$ cat config.mk
export PLATFORM = sky130hd
export DESIGN_NAME = byte_fifo_flat
export DESIGN_NICKNAME = d
export VERILOG_FILES = /design/src/rtl/byte_fifo_pkg.sv /design/src/rtl/byte_fifo_if.sv /design/src/rtl/byte_fifo_mem.sv /design/src/rtl/byte_fifo.sv /design/src/flat_wrapper.sv
export SDC_FILE = /design/constraint.sdc
export NUM_CORES = 1
export LEC_CHECK = 0
export CAP_MARGIN = 20
export CORE_UTILIZATION = 40
export CTS_BUF_LIST = sky130_fd_sc_hd__clkbuf_4 sky130_fd_sc_hd__clkbuf_8
export DETAILED_ROUTE_END_ITERATION = 8
export HOLD_SLACK_MARGIN = 0.06
export MAX_ROUTING_LAYER = met4
export PLACE_DENSITY = 0.56
export SYNTH_ARGS = -nofsm -noshare
export SYNTH_HDL_FRONTEND = slang
export SYNTH_SLANG_ARGS = --single-unit
$ cat constraint.sdc
create_clock -name clk -period 5.9 [get_ports clk]
set_input_delay 1.18 -clock clk [delete_from_list [all_inputs] [get_ports clk]]
set_output_delay 1.18 -clock clk [all_outputs]
set_load 0.005 [all_outputs]
$ cat src/rtl/byte_fifo_pkg.sv
// Shared constants and helpers for the byte FIFO slice.
package byte_fifo_pkg;

  localparam int BYTE_W        = 8;
  localparam int DEFAULT_DEPTH = 8;

  function automatic int clog2(input int value);
    int r;
    int v;
    r = 0;
    v = value - 1;
    while (v > 0) begin
      r = r + 1;
      v = v >> 1;
    end
    return r;
  endfunction

endpackage

$ cat src/rtl/byte_fifo_if.sv
// Write/read/flag bundle between a FIFO and the logic that drives it.
interface byte_fifo_if #(
  parameter int DATA_W = 8,
  parameter int ADDR_W = 3
);

  logic              wr_en;
  logic [DATA_W-1:0] wr_data;
  logic              full;
  logic              rd_en;
  logic [DATA_W-1:0] rd_data;
  logic              rd_valid;
  logic              empty;
  logic [ADDR_W:0]   count;
  logic              overflow;
  logic              underflow;

  modport master (
    output wr_en, wr_data, rd_en,
    input  full, rd_data, rd_valid, empty, count, overflow, underflow
  );

  modport slave (
    input  wr_en, wr_data, rd_en,
    output full, rd_data, rd_valid, empty, count, overflow, underflow
  );

endinterface

$ cat src/rtl/byte_fifo_mem.sv
// DEPTH x DATA_W storage: one synchronous write port, one registered read port.
module byte_fifo_mem #(
  parameter int DATA_W = 8,
  parameter int DEPTH  = 8,
  parameter int ADDR_W = 3
) (
  input  logic              clk,
  input  logic              rst,
  input  logic              i_we,
  input  logic [ADDR_W-1:0] i_waddr,
  input  logic [DATA_W-1:0] i_wdata,
  input  logic              i_re,
  input  logic [ADDR_W-1:0] i_raddr,
  output logic [DATA_W-1:0] o_rdata
);

  logic [DATA_W-1:0] r_mem [DEPTH];
  logic [DATA_W-1:0] r_rdata;

  // Array itself carries no reset so it stays a plain distributed RAM.
  always_ff @(posedge clk) begin
    if (i_we) r_mem[i_waddr] <= i_wdata;
  end

  always_ff @(posedge clk) begin
    if (rst)       r_rdata <= '0;
    else if (i_re) r_rdata <= r_mem[i_raddr];
  end

  assign o_rdata = r_rdata;

endmodule

$ cat src/rtl/byte_fifo.sv
// Single-clock byte FIFO: pointers, occupancy counter, registered flags and error pulses.
module byte_fifo
  import byte_fifo_pkg::*;
#(
  parameter int DATA_W = BYTE_W,
  parameter int DEPTH  = DEFAULT_DEPTH,
  parameter int ADDR_W = clog2(DEPTH)
) (
  input  logic      clk,
  input  logic      reset,
  byte_fifo_if.slave bus
);

  localparam int              CNT_W    = ADDR_W + 1;
  localparam logic [CNT_W-1:0] LP_DEPTH = CNT_W'(DEPTH);

  logic [ADDR_W-1:0] r_wr_ptr;
  logic [ADDR_W-1:0] r_rd_ptr;
  logic [CNT_W-1:0]  r_count;
  logic              r_full;
  logic              r_empty;
  logic              r_rd_valid;
  logic              r_overflow;
  logic              r_underflow;

  logic              w_wr_acc;
  logic              w_rd_acc;
  logic [CNT_W-1:0]  w_count_nxt;
  logic [DATA_W-1:0] w_rd_data;

  // A read frees a slot in the same cycle, so a write to a full FIFO is
  // accepted whenever a read accompanies it.
  always_comb begin
    w_wr_acc    = bus.wr_en & (~r_full | bus.rd_en);
    w_rd_acc    = bus.rd_en & ~r_empty;
    w_count_nxt = r_count;
    if (w_wr_acc & ~w_rd_acc)      w_count_nxt = r_count + 1'b1;
    else if (~w_wr_acc & w_rd_acc) w_count_nxt = r_count - 1'b1;
  end

  always_ff @(posedge clk) begin
    if (reset) begin
      r_wr_ptr    <= '0;
      r_rd_ptr    <= '0;
      r_count     <= '0;
      r_full      <= 1'b0;
      r_empty     <= 1'b1;
      r_rd_valid  <= 1'b0;
      r_overflow  <= 1'b0;
      r_underflow <= 1'b0;
    end else begin
      if (w_wr_acc) r_wr_ptr <= r_wr_ptr + 1'b1;
      if (w_rd_acc) r_rd_ptr <= r_rd_ptr + 1'b1;
      r_count     <= w_count_nxt;
      r_full      <= (w_count_nxt == LP_DEPTH);
      r_empty     <= (w_count_nxt == '0);
      r_rd_valid  <= w_rd_acc;
      r_overflow  <= bus.wr_en & r_full & ~bus.rd_en;
      r_underflow <= bus.rd_en & r_empty;
    end
  end

  byte_fifo_mem #(
    .DATA_W (DATA_W),
    .DEPTH  (DEPTH),
    .ADDR_W (ADDR_W)
  ) u_mem (
    .clk     (clk),
    .rst     (reset),
    .i_we    (w_wr_acc & ~reset),
    .i_waddr (r_wr_ptr),
    .i_wdata (bus.wr_data),
    .i_re    (w_rd_acc & ~reset),
    .i_raddr (r_rd_ptr),
    .o_rdata (w_rd_data)
  );

  assign bus.rd_data   = w_rd_data;
  assign bus.rd_valid  = r_rd_valid;
  assign bus.full      = r_full;
  assign bus.empty     = r_empty;
  assign bus.count     = r_count;
  assign bus.overflow  = r_overflow;
  assign bus.underflow = r_underflow;

endmodule

$ cat src/flat_wrapper.sv
// flat-port wrapper written by rule: the top's interface ports become plain ports
module byte_fifo_flat import byte_fifo_pkg::*;
#(
  parameter int DATA_W = BYTE_W,
  parameter int DEPTH  = DEFAULT_DEPTH,
  parameter int ADDR_W = clog2(DEPTH)
)
  (clk, reset, bus_wr_en, bus_wr_data, bus_rd_en, bus_full, bus_rd_data, bus_rd_valid, bus_empty, bus_count, bus_overflow, bus_underflow);
  byte_fifo_if #(.DATA_W(DATA_W), .ADDR_W(ADDR_W)) bus_i ();
  input  logic clk;
  input  logic reset;
  input wire logic [$bits(bus_i.wr_en)-1:0] bus_wr_en;
  input wire logic [$bits(bus_i.wr_data)-1:0] bus_wr_data;
  input wire logic [$bits(bus_i.rd_en)-1:0] bus_rd_en;
  output wire logic [$bits(bus_i.full)-1:0] bus_full;
  output wire logic [$bits(bus_i.rd_data)-1:0] bus_rd_data;
  output wire logic [$bits(bus_i.rd_valid)-1:0] bus_rd_valid;
  output wire logic [$bits(bus_i.empty)-1:0] bus_empty;
  output wire logic [$bits(bus_i.count)-1:0] bus_count;
  output wire logic [$bits(bus_i.overflow)-1:0] bus_overflow;
  output wire logic [$bits(bus_i.underflow)-1:0] bus_underflow;
  assign bus_i.wr_en = bus_wr_en;
  assign bus_i.wr_data = bus_wr_data;
  assign bus_i.rd_en = bus_rd_en;
  assign bus_full = bus_i.full;
  assign bus_rd_data = bus_i.rd_data;
  assign bus_rd_valid = bus_i.rd_valid;
  assign bus_empty = bus_i.empty;
  assign bus_count = bus_i.count;
  assign bus_overflow = bus_i.overflow;
  assign bus_underflow = bus_i.underflow;
  byte_fifo #(.DATA_W(DATA_W), .DEPTH(DEPTH), .ADDR_W(ADDR_W)) u_core (.clk(clk), .reset(reset), .bus(bus_i));
endmodule
==> impl_metrics.tcl, run 1 <==
set metrics [dict create \
    grt_overflow 0 \
    reg2reg_depth 4 \
    required_ns 5.87 \
    htreeDepth 3 \
    switchingPower_mw 0.365 \
    synth_top_area_cell "edfxtp_1" \
    ys_types 33 \
    synth_nets 230 \
    cp-start-kind "primary input" \
    die_height_um 94.6 \
    synth-simple-area-share_pct 8.09 \
    drt_iter0_markers 89 \
    slew_headroom_pct 33.0 \
    synth_flop_cell "edfxtp_1" \
    fin_ws_ns 2.38 \
    worst_slew_pin_slew_ns 0.998 \
    sequentialPowerShare_pct 47.8 \
    synth_mux_area_share_pct 13.1 \
    reg2reg_from "u_core.bus.full$_SDFF_PP0_" \
    timing.final.crit_share_pct 59.7 \
    yosysSeqAreaShare_pct 69.4 \
    status "finished clean" \
    skew_ns 0.0125 \
    clk_latency_ns 0.35 \
    hold_class "reg2reg" \
    rsz0062_at_grt "false" \
    cts_resized 0 \
    fin_setup_tns_ns 0 \
    p_comb_share_pct 17.7 \
    hpwlAfterDp_um 4440 \
    postSynthCellCount 214 \
    root_buffer "clkbuf_8" \
    drive_gt1_share_pct 14.5 \
    syn2layout_area_growth_pct 18.2 \
    grt_pass1_vias 1754 \
    holdPathStages 2 \
    grt_max_degree 26 \
    fillers 729 \
    final_nets 259 \
    cts-buffers-inserted 9 \
    power.leakage_nw 1.31 \
    switching_share_pct 23.8 \
    ir_drop_v 0.000140 \
    post-cts-setup-buffer-count 0 \
    clkPwrFrac_pct 34.6 \
    endpoint_kind "flop" \
    placed_cell_area_mm2 0.00378 \
    antenna_left 0 \
    path_class "in2reg" \
    clock.fmax_mhz 284 \
    p_int_mw 1.17 \
    route.detailed.drc 0 \
    layout_min_cycle_time_ns 3.52 \
    routedWlPerCell_um 18.2 \
    pre_cts_slack_ns 1.95 \
    path_clk_slew_ns 0.08 \
    place_congestion 0.788 \
    coreArea_mm2 0.00826 \
    synthAdderAreaFrac_pct 1.46 \
    synth_edf_count 64 \
    reg2reg_slack_ns 3.64 \
    yosysTopAreaCellShare_pct 56.0 \
    viasPerCell 5.09 \
    synth-xor-area-share_pct 1.79 \
    io_buffers 28 \
    diodes 0 \
    synth_top_family_by_area "multiplexers" \
    crit_path_max_fanout 25 \
    slew_violations 0 \
    syn-mean-instance-area_um2 16.0 \
    die_w_um 94.6 \
    setup_violations 0 \
    crit_arrival_ns 3.49 \
    maxCapViolations 0 \
    power_density_mw_per_mm2 378 \
    start_util_pct 41.6 \
    grt_pass1_wl_um 9860 \
    dieArea_mm2 0.00895 \
    cts.path.max_buffers 2 \
    ys_warn_count 0 \
    row_count 33 \
    r2r_end "u_core.u_mem.r_mem[0][7]$_DFFE_PP_" \
    cp-endpoint "u_core.u_mem.r_mem[0][7]$_DFFE_PP_" \
    cts_tree "built" \
    synth-seq-cells 87 \
    synth_compound_area_share_pct 3.76 \
    grt.total_usage_pct 16.3 \
    routed_wl_um 6420 \
    finalHoldViolCount 0 \
    yosys-top-cells-area "edfxtp_1 (56%), dfxtp_1 (13%), mux4_2 (10%)" \
    mappedNetlistArea_mm2 0.00343 \
    final_area_mm2 0.00406 \
    clock_sinks 87 \
    vias 1797 \
    async_flop_share_pct 0 \
    antenna_found_initial 0 \
    hold_buffers 0 \
    drt-pass1-iter-count 4 \
    ios 29 \
    cp-startpoint "reset" \
]
==> power by group through the flow <==
stage	sequential [mW]	clock, mW	combinational, mW
global route	0.739	0.564	0.302
floorplan	0.735	0	0.185
finish	0.732	0.530	0.271
global placement	0.746	0	0.277
CTS	0.733	0.541	0.278
detailed placement	0.747	0	0.277
==> flip-flops by register name (all words and copies together) (netlist names) <==
signal and flops:
u_core.bus.count 4, u_core.bus.empty 1, u_core.bus.full 1, u_core.bus.overflow 1
u_core.bus.rd_valid 1, u_core.bus.underflow 1, u_core.r_rd_ptr 3, u_core.r_wr_ptr 3
u_core.u_mem.o_rdata 8, u_core.u_mem.r_mem 64
==> metal layers <==
metal | global-route usage, % | routed length, um
met3 | 3.46 | 206
met4 | 6.94 | 140
met5 | - | 0
met1 | 22.2 | 3140
met2 | 23.6 | 2940
==> placed cells by master, fill, tap and decap left out, drive strengths merged <==
cell type	synthesis	final
inv	3	4
nand2	9	9
mux4	16	16
nor2b	1	1
nor3b	1	1
xnor2	4	4
xor2	3	3
nor4bb	1	1
a2bb2oi	1	1
and2b	1	1
clkdlybuf4s50	0	28
ha	4	4
o21bai	1	1
buf	9	1
nand3	5	5
a41o	1	1
clkinvlp	0	2
nand2b	5	5
nor3	2	2
edfxtp	64	64
dfxtp	23	23
or3	1	1
nor2	27	27
and4	1	1
clkbuf	3	10
a211oi	8	8
mux2i	9	9
o21ai	2	2
nor4b	1	1
nand4	2	2
o211ai	1	1
bufinv	0	4
a21oi	5	5
==> synth_stat cells, types with 3 or more instances <==
master,count
buf_2,7
edfxtp_1,64
a211oi_1,8
xnor2_1,4
xor2_1,3
nand2b_1,4
ha_1,4
dfxtp_1,23
mux2i_1,9
a21oi_1,5
nor2_1,27
nand2_1,9
inv_1,3
mux4_2,16
nand3_1,5
==> kinds of logic (layout without fill, tap and decap cells) <==
group,after synthesis,after routing
XOR/XNOR,7,7
AND/OR/NAND/NOR,57,57
flip-flops,87,87
buffers and inverters,15,49
adder cells (fa/ha/maj),4,4
AO/OA/AOI/OAI,19,19
multiplexers,25,25
==> critical path, cell delays in order <==
cell,delay (ns)
clkdlybuf4s50_1,0.87
or3_1,0.64
nor3_1,0.79
==> final cells by class <==
| class | instances | area, um^2 | share of cell area, % |
|---|---|---|---|
| Clock buffer | 9 | 124 | 3.05 |
| Clock inverter | 7 | 144 | 3.55 |
| Inverter | 3 | 11.3 | 0.278 |
| Multi-Input combinational cell | 112 | 968 | 23.9 |
| Sequential cell | 87 | 2380 | 58.7 |
| Tap cell | 105 | 131 | 3.24 |
| Timing Repair Buffer | 30 | 295 | 7.28 |
==> worst min path at each step <==
stage / startpoint / end / slack (ns)
2_1_floorplan: u_core.bus.full$_SDFF_PP0_ / u_core.bus.overflow$_SDFF_PP0_ / 0.49
3_3_place_gp: u_core.u_mem.o_rdata[3]$_SDFFE_PP0P_ / u_core.u_mem.o_rdata[3]$_SDFFE_PP0P_ / 0.49
3_5_place_dp: u_core.u_mem.o_rdata[3]$_SDFFE_PP0P_ / u_core.u_mem.o_rdata[3]$_SDFFE_PP0P_ / 0.50
4_1_cts: u_core.u_mem.o_rdata[3]$_SDFFE_PP0P_ / u_core.u_mem.o_rdata[3]$_SDFFE_PP0P_ / 0.51
5_1_grt: u_core.u_mem.o_rdata[2]$_SDFFE_PP0P_ / u_core.u_mem.o_rdata[2]$_SDFFE_PP0P_ / 0.53
6_report: u_core.u_mem.o_rdata[3]$_SDFFE_PP0P_ / u_core.u_mem.o_rdata[3]$_SDFFE_PP0P_ / 0.50
==> stage by stage <==
| stage | hold WS [ns] | power, mW | utilization [%] | cells |
|---|---|---|---|---|
| finish | 0.504 | 1.53 | 49.1 | 353 |
| global route | 0.528 | 1.60 | 49.1 | 353 |
| CTS | 0.508 | 1.55 | 49.0 | 352 |
| detailed placement | 0.495 | 1.02 | 45.8 | 336 |
| global placement | 0.493 | 1.02 | 45.8 | 336 |
| floorplan | 0.493 | 0.919 | - | 214 |
Power figures use the tool's default switching activity.
==> run 2, diff against run 1 <==
==> constraint.sdc (replaced) <==
create_clock -name clk -period 3.7 [get_ports clk]
set_input_delay 0.74 -clock clk [delete_from_list [all_inputs] [get_ports clk]]
set_output_delay 0.74 -clock clk [all_outputs]
set_load 0.005 [all_outputs]
==> impl_metrics.tcl, run 2 (synthesized netlist as in run 1, its figures left out) <==
set metrics [dict create \
    status "finished clean" \
    dp_cells 342 \
    reg2reg_depth 4 \
    largest_reg_flops 64 \
    fillers 741 \
    row_count 33 \
    finalHoldViolCount 0 \
    clkPwrFrac_pct 26.7 \
    reg2reg_slack_ns 1.70 \
    setup_violations 0 \
    layout_min_cycle_time_ns 2.82 \
    crit_arrival_ns 2.81 \
    crit_path_max_fanout 12 \
    maxCapViolations 0 \
    clock.fmax_mhz 355 \
    holdPathStages 2 \
    grt.total_usage_pct 15.9 \
    syn2layout_area_growth_pct 16.5 \
    timing.final.crit_share_pct 76.2 \
    htreeDepth 3 \
    io_buffers 28 \
    vias 1825 \
    fin_hold_ws_ns 0.502 \
    post-cts-setup-buffer-count 0 \
    hold_buffers 0 \
    dieArea_mm2 0.00895 \
    power.leakage_nw 1.29 \
    r2r_end "u_core.u_mem.r_mem[4][1]$_DFFE_PP_" \
    switchingPower_mw 0.596 \
    grt_overflow 0 \
    p_int_mw 1.59 \
    crit_chain "clkdlybuf4s50_1 -> nand2b_1 -> nand2_1 -> or3_1 -> nor2_1" \
    wl_met2_um 2720 \
    ff_latch_area_mm2 0.00238 \
    hpwlAfterDp_um 4050 \
    highest_layer "met4" \
    skew_ns 0.00929 \
    root_buffer "clkbuf_8" \
    reg2reg_from "u_core.bus.full$_SDFF_PP0_" \
    wl_met3_um 183 \
    clk_latency_ns 0.35 \
    rsz0062_at_grt "false" \
    place_congestion 0.751 \
    drt-pass1-iter-count 4 \
    fin_cells 358 \
    coreArea_mm2 0.00826 \
    path_class "in2reg" \
    layout_commonest_cell "edfxtp_1" \
    routedWlPerCell_um 17.4 \
    crit_family "simple AND/OR/NAND/NOR gates" \
    cts.path.max_buffers 2 \
    die_w_um 94.6 \
    required_ns 3.69 \
    wl_met1_um 3230 \
    route.detailed.drc 0 \
    power_density_mw_per_mm2 546 \
    grt_max_degree 25 \
    worst_path_largest_cell_delay_ns 0.70 \
    routed_wl_um 6230 \
    multiInputGateArea_um2 968 \
    diodes 0 \
    cp-start-kind "primary input" \
    fin_setup_tns_ns 0 \
    sequentialPowerShare_pct 53.4 \
    cts_resized 0 \
    hold_start "u_core.u_mem.o_rdata[3]$_SDFFE_PP0P_" \
    p_comb_share_pct 19.8 \
    drt_iter0_markers 77 \
    grt_pass1_wl_um 9560 \
    endpoint_kind "flop" \
    slew_violations 0 \
    hold_class "reg2reg" \
    viasPerCell 5.10 \
    die_height_um 94.6 \
    drive_gt1_share_pct 15.8 \
    final_nets 264 \
    start_util_pct 41.6 \
    cts_tree "built" \
    ir_drop_v 0.000231 \
    clock_sinks 87 \
    cp.depth 5 \
    crit_slowest_cell "clkdlybuf4s50_1" \
    antenna_left 0 \
    switching_share_pct 27.3 \
    worst_slew_pin_slew_ns 0.953 \
    worstHoldEndpoint "u_core.u_mem.o_rdata[3]$_SDFFE_PP0P_" \
    layout_common_cells "edfxtp_1 (64), clkdlybuf4s50_1 (28), nor2_1 (27)" \
    top_register "u_core.u_mem.r_mem" \
    path_clk_slew_ns 0.09 \
    antenna_found_initial 0 \
    cts-buffers-inserted 9 \
    grt_pass1_vias 1744 \
    ios 29 \
    critPathBufInv 1 \
    final_util_pct 48.4 \
    slew_headroom_pct 36.4 \
]
## run 2: changes by cell type in the layout (fill, tap and decap cells not counted), sizes merged
cell      delta
clkinvlp     -1
buf          +6
clkinv       +5
bufinv       -4
clkbuf       -1
## run 2: cell type report
class / instances / share of cell area (%)
inverter: 3 / 0.282
tap: 105 / 3.29
clock buffer: 9 / 3.10
multi-input combinational: 112 / 24.2
timing repair buffer: 35 / 8.33
clock inverter: 7 / 1.19
sequential: 87 / 59.6
## run 2: power by group through the flow
| stage | Clock (mW) | Sequential, mW | Combinational [mW] |
|---|---|---|---|
| after floorplan | 0 | 1.17 | 0.294 |
| after global placement | 0 | 1.19 | 0.436 |
| after detailed placement | 0 | 1.19 | 0.437 |
| after CTS | 0.606 | 1.17 | 0.439 |
| after global routing | 0.638 | 1.18 | 0.479 |
| final | 0.584 | 1.17 | 0.433 |
## run 2: per-layer routing
layer	GRT usage, %	vias to the layer above
met4	7.58	0
met3	2.90	8
met1	22.5	903
li1	-	878
met2	22.1	36
met5	-	-
## run 2: worst max-delay path by stage
stage          slack (ns)                                  to       from
2_1_floorplan        1.34  u_core.u_mem.r_mem[0][0]$_DFFE_PP_  bus_rd_en
3_3_place_gp         0.57  u_core.u_mem.r_mem[4][7]$_DFFE_PP_  bus_rd_en
3_5_place_dp         0.49  u_core.u_mem.r_mem[4][5]$_DFFE_PP_  bus_rd_en
4_1_cts              0.87  u_core.u_mem.r_mem[4][5]$_DFFE_PP_  bus_rd_en
5_1_grt              0.68  u_core.u_mem.r_mem[4][1]$_DFFE_PP_  bus_rd_en
6_report             0.88  u_core.u_mem.r_mem[4][1]$_DFFE_PP_  bus_rd_en
## run 2: through the flow
step	setup WS (ns)	power (mW)	instance area, um^2
finish	0.879	2.18	4000
global placement	0.570	1.62	3830
global route	0.680	2.29	4000
CTS	0.868	2.21	4000
detailed placement	0.489	1.63	3830
floorplan	1.34	1.47	3430
## run 2: worst min-delay path, delay by kind of cell (launching register included)
kind / cells / cell delay (ns)
compound gates: 1 / 0.05
flops: 1 / 0.32
simple gates: 1 / 0.09
